`src/rtl/pcie_phy_pkg.sv`:
```
// pcie_phy_pkg: shared types and helpers for the PCIe PHY wrapper.
// Rev 1.0 - GT reset sequencer state encoding and output decode.
`default_nettype none

package pcie_phy_pkg;

  localparam int GT_RST_STATE_W = 3;

  typedef enum logic [GT_RST_STATE_W-1:0] {
    PLL_RST   = 3'd0,
    WAIT_LOCK = 3'd1,
    GT_RST    = 3'd2,
    WAIT_DONE = 3'd3,
    USRRDY    = 3'd4,
    READY     = 3'd5,
    FAIL      = 3'd6
  } gt_rst_state_t;

  typedef struct packed {
    logic pll_reset;
    logic tx_reset;
    logic rx_reset;
    logic userrdy;
    logic phy_ready;
    logic fatal_err;
  } gt_rst_outs_t;

  function automatic int max_int(input int a, input int b);
    return (a > b) ? a : b;
  endfunction

  function automatic gt_rst_outs_t decode_outputs(input gt_rst_state_t st);
    gt_rst_outs_t o;
    o           = '0;
    o.pll_reset = (st == PLL_RST);
    o.tx_reset  = (st == PLL_RST) || (st == WAIT_LOCK) || (st == GT_RST);
    o.rx_reset  = o.tx_reset;
    o.userrdy   = (st == USRRDY) || (st == READY);
    o.phy_ready = (st == READY);
    o.fatal_err = (st == FAIL);
    return o;
  endfunction

endpackage

`default_nettype wire

```
`src/rtl/bit_sync.sv`:
```
// bit_sync: multi-stage flop synchronizer for quasi-static status bits.
// Rev 1.0 - initial release.
`default_nettype none

module bit_sync #(
  parameter int WIDTH  = 1,
  parameter int STAGES = 2
) (
  input  logic             clk,
  input  logic             rst,
  input  logic [WIDTH-1:0] d_i,
  output logic [WIDTH-1:0] q_o
);

  (* ASYNC_REG = "TRUE", SHREG_EXTRACT = "NO" *)
  logic [STAGES-1:0][WIDTH-1:0] sync_q;

  always_ff @(posedge clk) begin
    if (rst) begin
      sync_q <= '0;
    end else begin
      sync_q <= {sync_q[STAGES-2:0], d_i};
    end
  end

  assign q_o = sync_q[STAGES-1];

endmodule

`default_nettype wire

```
`src/rtl/pcie_gt_rst_seq.sv`:
```
// pcie_gt_rst_seq: GT reset sequencer (PLL reset, lock, datapath reset, USERRDY).
// Rev 1.0 - bounded retry on timeout/loss, absorbing FAIL state.
`default_nettype none

module pcie_gt_rst_seq
  import pcie_phy_pkg::*;
#(
  parameter int PLL_RST_CYC = 32,
  parameter int GT_RST_CYC  = 16,
  parameter int USRRDY_DLY  = 8,
  parameter int LOCK_TMO    = 65536,
  parameter int DONE_TMO    = 65536,
  parameter int MAX_RETRY   = 3,
  parameter int SYNC_STAGES = 2
) (
  input  logic                      clk,
  input  logic                      rst,
  input  logic                      restart,
  input  logic                      pll_lock_async,
  input  logic                      tx_resetdone_async,
  input  logic                      rx_resetdone_async,
  output logic                      pll_reset,
  output logic                      tx_reset,
  output logic                      rx_reset,
  output logic                      userrdy,
  output logic                      phy_ready,
  output logic                      fatal_err,
  output logic [1:0]                retry_cnt,
  output logic [GT_RST_STATE_W-1:0] state_dbg
);

  localparam int CNT_MAX = max_int(max_int(max_int(PLL_RST_CYC, GT_RST_CYC),
                                           max_int(USRRDY_DLY, LOCK_TMO)), DONE_TMO);
  localparam int CNT_W   = $clog2(CNT_MAX) + 1;

  localparam logic [CNT_W-1:0] c_pll_load  = CNT_W'(PLL_RST_CYC);
  localparam logic [CNT_W-1:0] c_gt_load   = CNT_W'(GT_RST_CYC);
  localparam logic [CNT_W-1:0] c_urdy_load = CNT_W'(USRRDY_DLY);
  localparam logic [CNT_W-1:0] c_lock_load = CNT_W'(LOCK_TMO);
  localparam logic [CNT_W-1:0] c_done_load = CNT_W'(DONE_TMO);
  localparam logic [CNT_W-1:0] c_one       = CNT_W'(1);
  localparam logic [1:0]       c_max_retry = 2'(MAX_RETRY);

  if (PLL_RST_CYC < 1 || GT_RST_CYC < 1 || USRRDY_DLY < 1 || LOCK_TMO < 1 ||
      DONE_TMO < 1 || MAX_RETRY < 0 || MAX_RETRY > 3 || SYNC_STAGES < 2) begin : g_param_check
    $error("pcie_gt_rst_seq: parameter out of range");
  end

  logic [2:0] sync_vec;
  logic       lock;
  logic       txd;
  logic       rxd;

  bit_sync #(
    .WIDTH  (3),
    .STAGES (SYNC_STAGES)
  ) u_status_sync (
    .clk (clk),
    .rst (rst),
    .d_i ({rx_resetdone_async, tx_resetdone_async, pll_lock_async}),
    .q_o (sync_vec)
  );

  assign lock = sync_vec[0];
  assign txd  = sync_vec[1];
  assign rxd  = sync_vec[2];

  gt_rst_state_t    state_q, state_d;
  logic [CNT_W-1:0] cnt_q, cnt_d;
  logic [1:0]       retry_q, retry_d;
  gt_rst_outs_t     outs_q, outs_d;
  logic             last_cyc;
  logic             fault;
  logic             enter;

  assign last_cyc = (cnt_q == c_one);

  always_comb begin
    state_d = state_q;
    retry_d = retry_q;
    cnt_d   = (cnt_q != '0) ? (cnt_q - c_one) : cnt_q;
    fault   = 1'b0;
    enter   = 1'b0;

    case (state_q)
      PLL_RST: begin
        // A zero count here only happens right after rst: treat as the entry cycle.
        if (last_cyc || (cnt_q == '0 && PLL_RST_CYC == 1)) begin
          state_d = WAIT_LOCK;
          enter   = 1'b1;
        end else if (cnt_q == '0) begin
          cnt_d = c_pll_load - c_one;
        end
      end
      WAIT_LOCK: begin
        if (lock) begin
          state_d = GT_RST;
          enter   = 1'b1;
        end else if (last_cyc) begin
          fault = 1'b1;
        end
      end
      GT_RST: begin
        if (!lock) begin
          fault = 1'b1;
        end else if (last_cyc) begin
          state_d = WAIT_DONE;
          enter   = 1'b1;
        end
      end
      WAIT_DONE: begin
        if (!lock) begin
          fault = 1'b1;
        end else if (txd && rxd) begin
          state_d = USRRDY;
          enter   = 1'b1;
        end else if (last_cyc) begin
          fault = 1'b1;
        end
      end
      USRRDY: begin
        if (!(lock && txd && rxd)) begin
          fault = 1'b1;
        end else if (last_cyc) begin
          state_d = READY;
          enter   = 1'b1;
        end
      end
      READY: begin
        if (!lock) begin
          fault = 1'b1;
        end
      end
      FAIL: begin
        state_d = FAIL;
      end
      default: begin
        state_d = PLL_RST;
        enter   = 1'b1;
      end
    endcase

    if (fault) begin
      enter = 1'b1;
      if (retry_q < c_max_retry) begin
        retry_d = retry_q + 2'd1;
        state_d = PLL_RST;
      end else begin
        state_d = FAIL;
      end
    end

    // restart outranks loss/timeout, so any retry increment above is discarded.
    if (restart && state_q != FAIL) begin
      enter   = 1'b1;
      state_d = PLL_RST;
      retry_d = (state_q == READY) ? 2'd0 : retry_q;
    end

    if (enter) begin
      case (state_d)
        PLL_RST:   cnt_d = c_pll_load;
        WAIT_LOCK: cnt_d = c_lock_load;
        GT_RST:    cnt_d = c_gt_load;
        WAIT_DONE: cnt_d = c_done_load;
        USRRDY:    cnt_d = c_urdy_load;
        default:   cnt_d = '0;
      endcase
    end

    outs_d = decode_outputs(state_d);
  end

  always_ff @(posedge clk) begin
    if (rst) begin
      state_q <= PLL_RST;
      cnt_q   <= '0;
      retry_q <= 2'd0;
      outs_q  <= decode_outputs(PLL_RST);
    end else begin
      state_q <= state_d;
      cnt_q   <= cnt_d;
      retry_q <= retry_d;
      outs_q  <= outs_d;
    end
  end

  assign pll_reset = outs_q.pll_reset;
  assign tx_reset  = outs_q.tx_reset;
  assign rx_reset  = outs_q.rx_reset;
  assign userrdy   = outs_q.userrdy;
  assign phy_ready = outs_q.phy_ready;
  assign fatal_err = outs_q.fatal_err;
  assign retry_cnt = retry_q;
  assign state_dbg = state_q;

endmodule

`default_nettype wire

```
`config.mk`:
```
export PLATFORM = sky130hd
export DESIGN_NAME = pcie_gt_rst_seq
export DESIGN_NICKNAME = d
export VERILOG_FILES = /design/src/rtl/pcie_phy_pkg.sv /design/src/rtl/bit_sync.sv /design/src/rtl/pcie_gt_rst_seq.sv
export SDC_FILE = /design/constraint.sdc
export NUM_CORES = 1
export LEC_CHECK = 0
export BUFFER_PORTS_ARGS = -buffer_cell sky130_fd_sc_hd__buf_4
export CAP_MARGIN = 40
export CORE_MARGIN = 4
export CORE_UTILIZATION = 40
export CTS_BUF_LIST = sky130_fd_sc_hd__clkbuf_2
export DETAILED_ROUTE_END_ITERATION = 12
export PLACE_DENSITY = 0.55
export RECOVER_POWER = 50
export SYNTH_ARGS = -nofsm -noshare
export SYNTH_HDL_FRONTEND = slang
export SYNTH_SLANG_ARGS = --single-unit
```
`constraint.sdc`:
```
create_clock -name clk -period 3.7 [get_ports clk]
set_input_delay 0.555 -clock clk [delete_from_list [all_inputs] [get_ports clk]]
set_output_delay 0.555 -clock clk [all_outputs]
set_load 0.02 [all_outputs]
```
==> results.md <==
- Starting DRT DRC Count: 154
- Max Cap Viol: 0
- Peak supply drop: 259.0 uV
- Sequential area share after synthesis: 36.11%
- Drt drc: 0
- Largest family of logic cells by synthesized area: simple AND/OR/NAND/NOR gates
- Clk root buf: clkbuf_2
- Die width: 75.63 um
- Synth warnings: 0
- Hold Path Class: in2reg
- Power per cell area: 714.4 nW/um2
- CTS Sinks: 33
- Post-Synth Adder-Cell Area: 3.420%
- Final worst-path cycle share: 72.40%
- RD Place Congestion: 0.8356
- Die Y: 75.63 um
- Setup bufs post-CTS: 0
- Reg-to-reg critical path startpoint: cnt_q[1]
- Synthesized flop and latch total: 33
- Proportion of layout cells with a drive suffix above 1: 8.929%
- Tmin final: 2679 ps
- Post-synthesis xor/xnor area fraction: 4.788%
- CTS tree: done
- Clock skew: 13.64 ps
- Post-synth EDFFs: 0
- Vias in the first global route: 1521
- Clock power frac: 21.8%
- Number of cell rows: 24
- CP Capture Type: flop
- Aggregate global routing overflow: 0
- Core box area: 4384 um2
- Peak Freq: 0.3733 GHz
- Initial antenna violation count: 0
- Area Growth Syn to Fin: 9.302%
- Critical Path Start Type: flop
- Clock transition at path regs: 190 ps
- Synthesized area: 1829 um2
- Die area: 5719 um2
- Vias: 1596
- Largest cells by area after synthesis: dfxtp_1 36%, nor2_1 4.5%, ha_1 3.4%
- CTS resizes: 0
- Pwr Total: 0.001428 W
- Num CTS Buffers: 5
- # fillers: 451
- Max-slew violation count: 0
- Top_reg_cell synth: dfxtp_1
- Worst EP arrival: 2950 ps
- Post-synthesis mux area share: 1.163%
- Leakage: 0.7338 nW
- Post-synth cell types: 58
- Switching portion of total power: 39.12%
- Hold_buf cts: 0
- Largest net degree at the start of global routing: 23
- Detailed Route WL: 4090 um
- DP HPWL: 3014 um
- Post-Synth Simple-Gate Area: 31.74%
- # H-tree levels: 2
- DRT Pass-1 Iters: 4
- Unrepaired setup endpoints after global routing: no
- Area fraction of the dominant cell type after synthesis: 36.11%
- GRT Resource Usage Total: 16.24%
- Via density per instance: 5.783
- Hold Slack: 383.5 ps
- HP Start: rx_resetdone_async
- Comb power frac: 42.9%
- CTS max path bufs: 2
- Worst setup path class: reg2reg
- Final count of negative-setup-slack endpoints: 0
- Compound-gate portion of the synthesized area: 18.40%
- Worst slew pin tran: 890.5 ps
- Outcome: finished clean
- First-pass GRT wire length: 7107 um
- Port-buffer cells: 16
- Clock latency on the worst-skew pair: 380 ps
- Post-synth net total: 220
- Origin of the worst setup path: cnt_q[1]
- Worst EP required: 3980 ps
- Syn avg cell area: 8.752 um2
- Nets: 234
- Synth async-reset ratio: 0%
- Crit-path max FO: 11
- Setup_tns: 0 ps
- Slew headroom: 40.63%
- Syn Inst Count: 209
- Final Hold Viols: 0
- I/O Pins: 17
- Ant diodes: 0
- Sw Pwr: 0.0005588 W
- Detailed-route wire length per cell: 14.82 um
- Initial Util: 41.72%
- Routed Antenna Nets: 0
- Sequential share of power: 35.3%
- P_int: 0.0008696 W
- Cell taking the most area after synthesis: dfxtp_1
[sequential cells by signal, indices dropped and copies added, names as in the netlist]
name                  flops
rx_reset                  1
userrdy                   1
u_status_sync.q_o         3
cnt_q                    17
fatal_err                 1
phy_ready                 1
retry_cnt                 2
u_status_sync.sync_q      3
state_dbg                 3
pll_reset                 1
[final timing paths]
kind	endpoint	slack [ps]	cells after the start
min reg2reg	u_status_sync.q_o[2]	460	1
max reg2reg	cnt_q[5]	1020	7
min	u_status_sync.sync_q[2]	380	2
max	cnt_q[5]	1020	7
[power by group through the flow]
stage,logic (W),clock network (W),registers [W]
floorplan,0.000509,0,0.000491
global placement,0.000606,0,0.000507
detailed placement,0.000615,0,0.000511
CTS,0.000620,0.000322,0.000503
global route,0.000697,0.000337,0.000512
finish,0.000613,0.000312,0.000504
[cell type report]
type                    count  area [um2]  area share (%)
well taps                  52       65.06           3.254
clock buffers               5       25.02           1.252
repair buffers             16       75.07           3.755
clock inverters             3       65.06           3.254
flip-flops and latches     33       660.6           33.04
inverters                   8       30.03           1.502
multi-input cells         159        1079           53.94
[cells by family (layout without fill, tap and decap cells)]
logic type	after synthesis	in the layout
compound gates	46	46
fa+ha+maj	5	5
mux	2	2
simple gates	96	96
xor+xnor	10	10
buf+inv	17	32
flops	33	33
[synthesized netlist by cell type (2+ instances only)]
library cell / instances
a2111oi_0: 2
a211oi_1: 2
a21oi_1: 12
a22o_1: 2
a41oi_1: 2
and2_1: 5
and4b_1: 2
buf_2: 4
buf_4: 3
clkbuf_1: 2
dfxtp_1: 33
ha_1: 5
inv_1: 8
nand2_1: 10
nand2b_1: 2
nand3_1: 9
nand3b_1: 3
nand4_1: 3
nor2_1: 22
nor2b_1: 9
nor3_1: 8
nor3b_1: 2
nor4_1: 5
nor4_4: 2
o211ai_1: 2
o21ai_0: 4
o22ai_1: 5
or3_1: 2
or4_1: 2
xnor2_1: 4
xor2_1: 6
[worst max-delay path: stages, from the launching register on]
cell	delay, ps
dfxtp_1	380
inv_1	120
ha_1	170
nor4b_1	390
nand4_2	230
o22ai_1	690
or3_1	440
o22ai_1	140
[metrics by stage]
| stage | worst slack [ps] | std cells | area (um2) | utilization (%) |
|---|---|---|---|---|
| 2_1_floorplan | 1777 | 209 | 1829 | - |
| 3_3_place_gp | 1322 | 268 | 1964 | 44.81 |
| 3_5_place_dp | 1147 | 268 | 1964 | 44.81 |
| 4_1_cts | 1109 | 276 | 2054 | 46.86 |
| 5_1_grt | 651.9 | 276 | 1999 | 45.61 |
| 6_report | 1021 | 276 | 1999 | 45.61 |
[placed cells by master, fill, tap and decap left out, types with 2 or more instances in the layout]
| master | n |
|---|---|
| dfxtp_1 | 33 |
| nor2_1 | 22 |
| a21oi_1 | 12 |
| clkbuf_1 | 12 |
| nand2_1 | 10 |
| nor2b_1 | 9 |
| nand3_1 | 9 |
| nor3_1 | 8 |
| inv_1 | 8 |
| xor2_1 | 6 |
| o22ai_1 | 5 |
| o21ai_0 | 5 |
| nor4_1 | 5 |
| ha_1 | 5 |
| clkbuf_2 | 5 |
| and2_1 | 4 |
| xnor2_1 | 4 |
| buf_4 | 4 |
| nand3b_1 | 3 |
| nand4_1 | 3 |
| nor4_4 | 2 |
| and4b_1 | 2 |
| nor4b_1 | 2 |
| or3_1 | 2 |
| nor3b_1 | 2 |
| a22o_1 | 2 |
| or4_1 | 2 |
| a41oi_1 | 2 |
| o211ai_1 | 2 |
| nand2b_1 | 2 |
| a211oi_1 | 2 |
| a2111oi_0 | 2 |
| bufinv_16 | 2 |
[routing by layer]
| metal | vias up | track usage, % | wire [um] |
|---|---|---|---|
| li1 | 797 | - | - |
| met3 | 11 | 4.222 | 225 |
| met4 | 0 | 6.408 | 97 |
| met2 | 59 | 26.17 | 1973 |
| met5 | - | 0 | 0 |
| met1 | 729 | 20.73 | 1794 |
(Power assumes the default switching activity.)
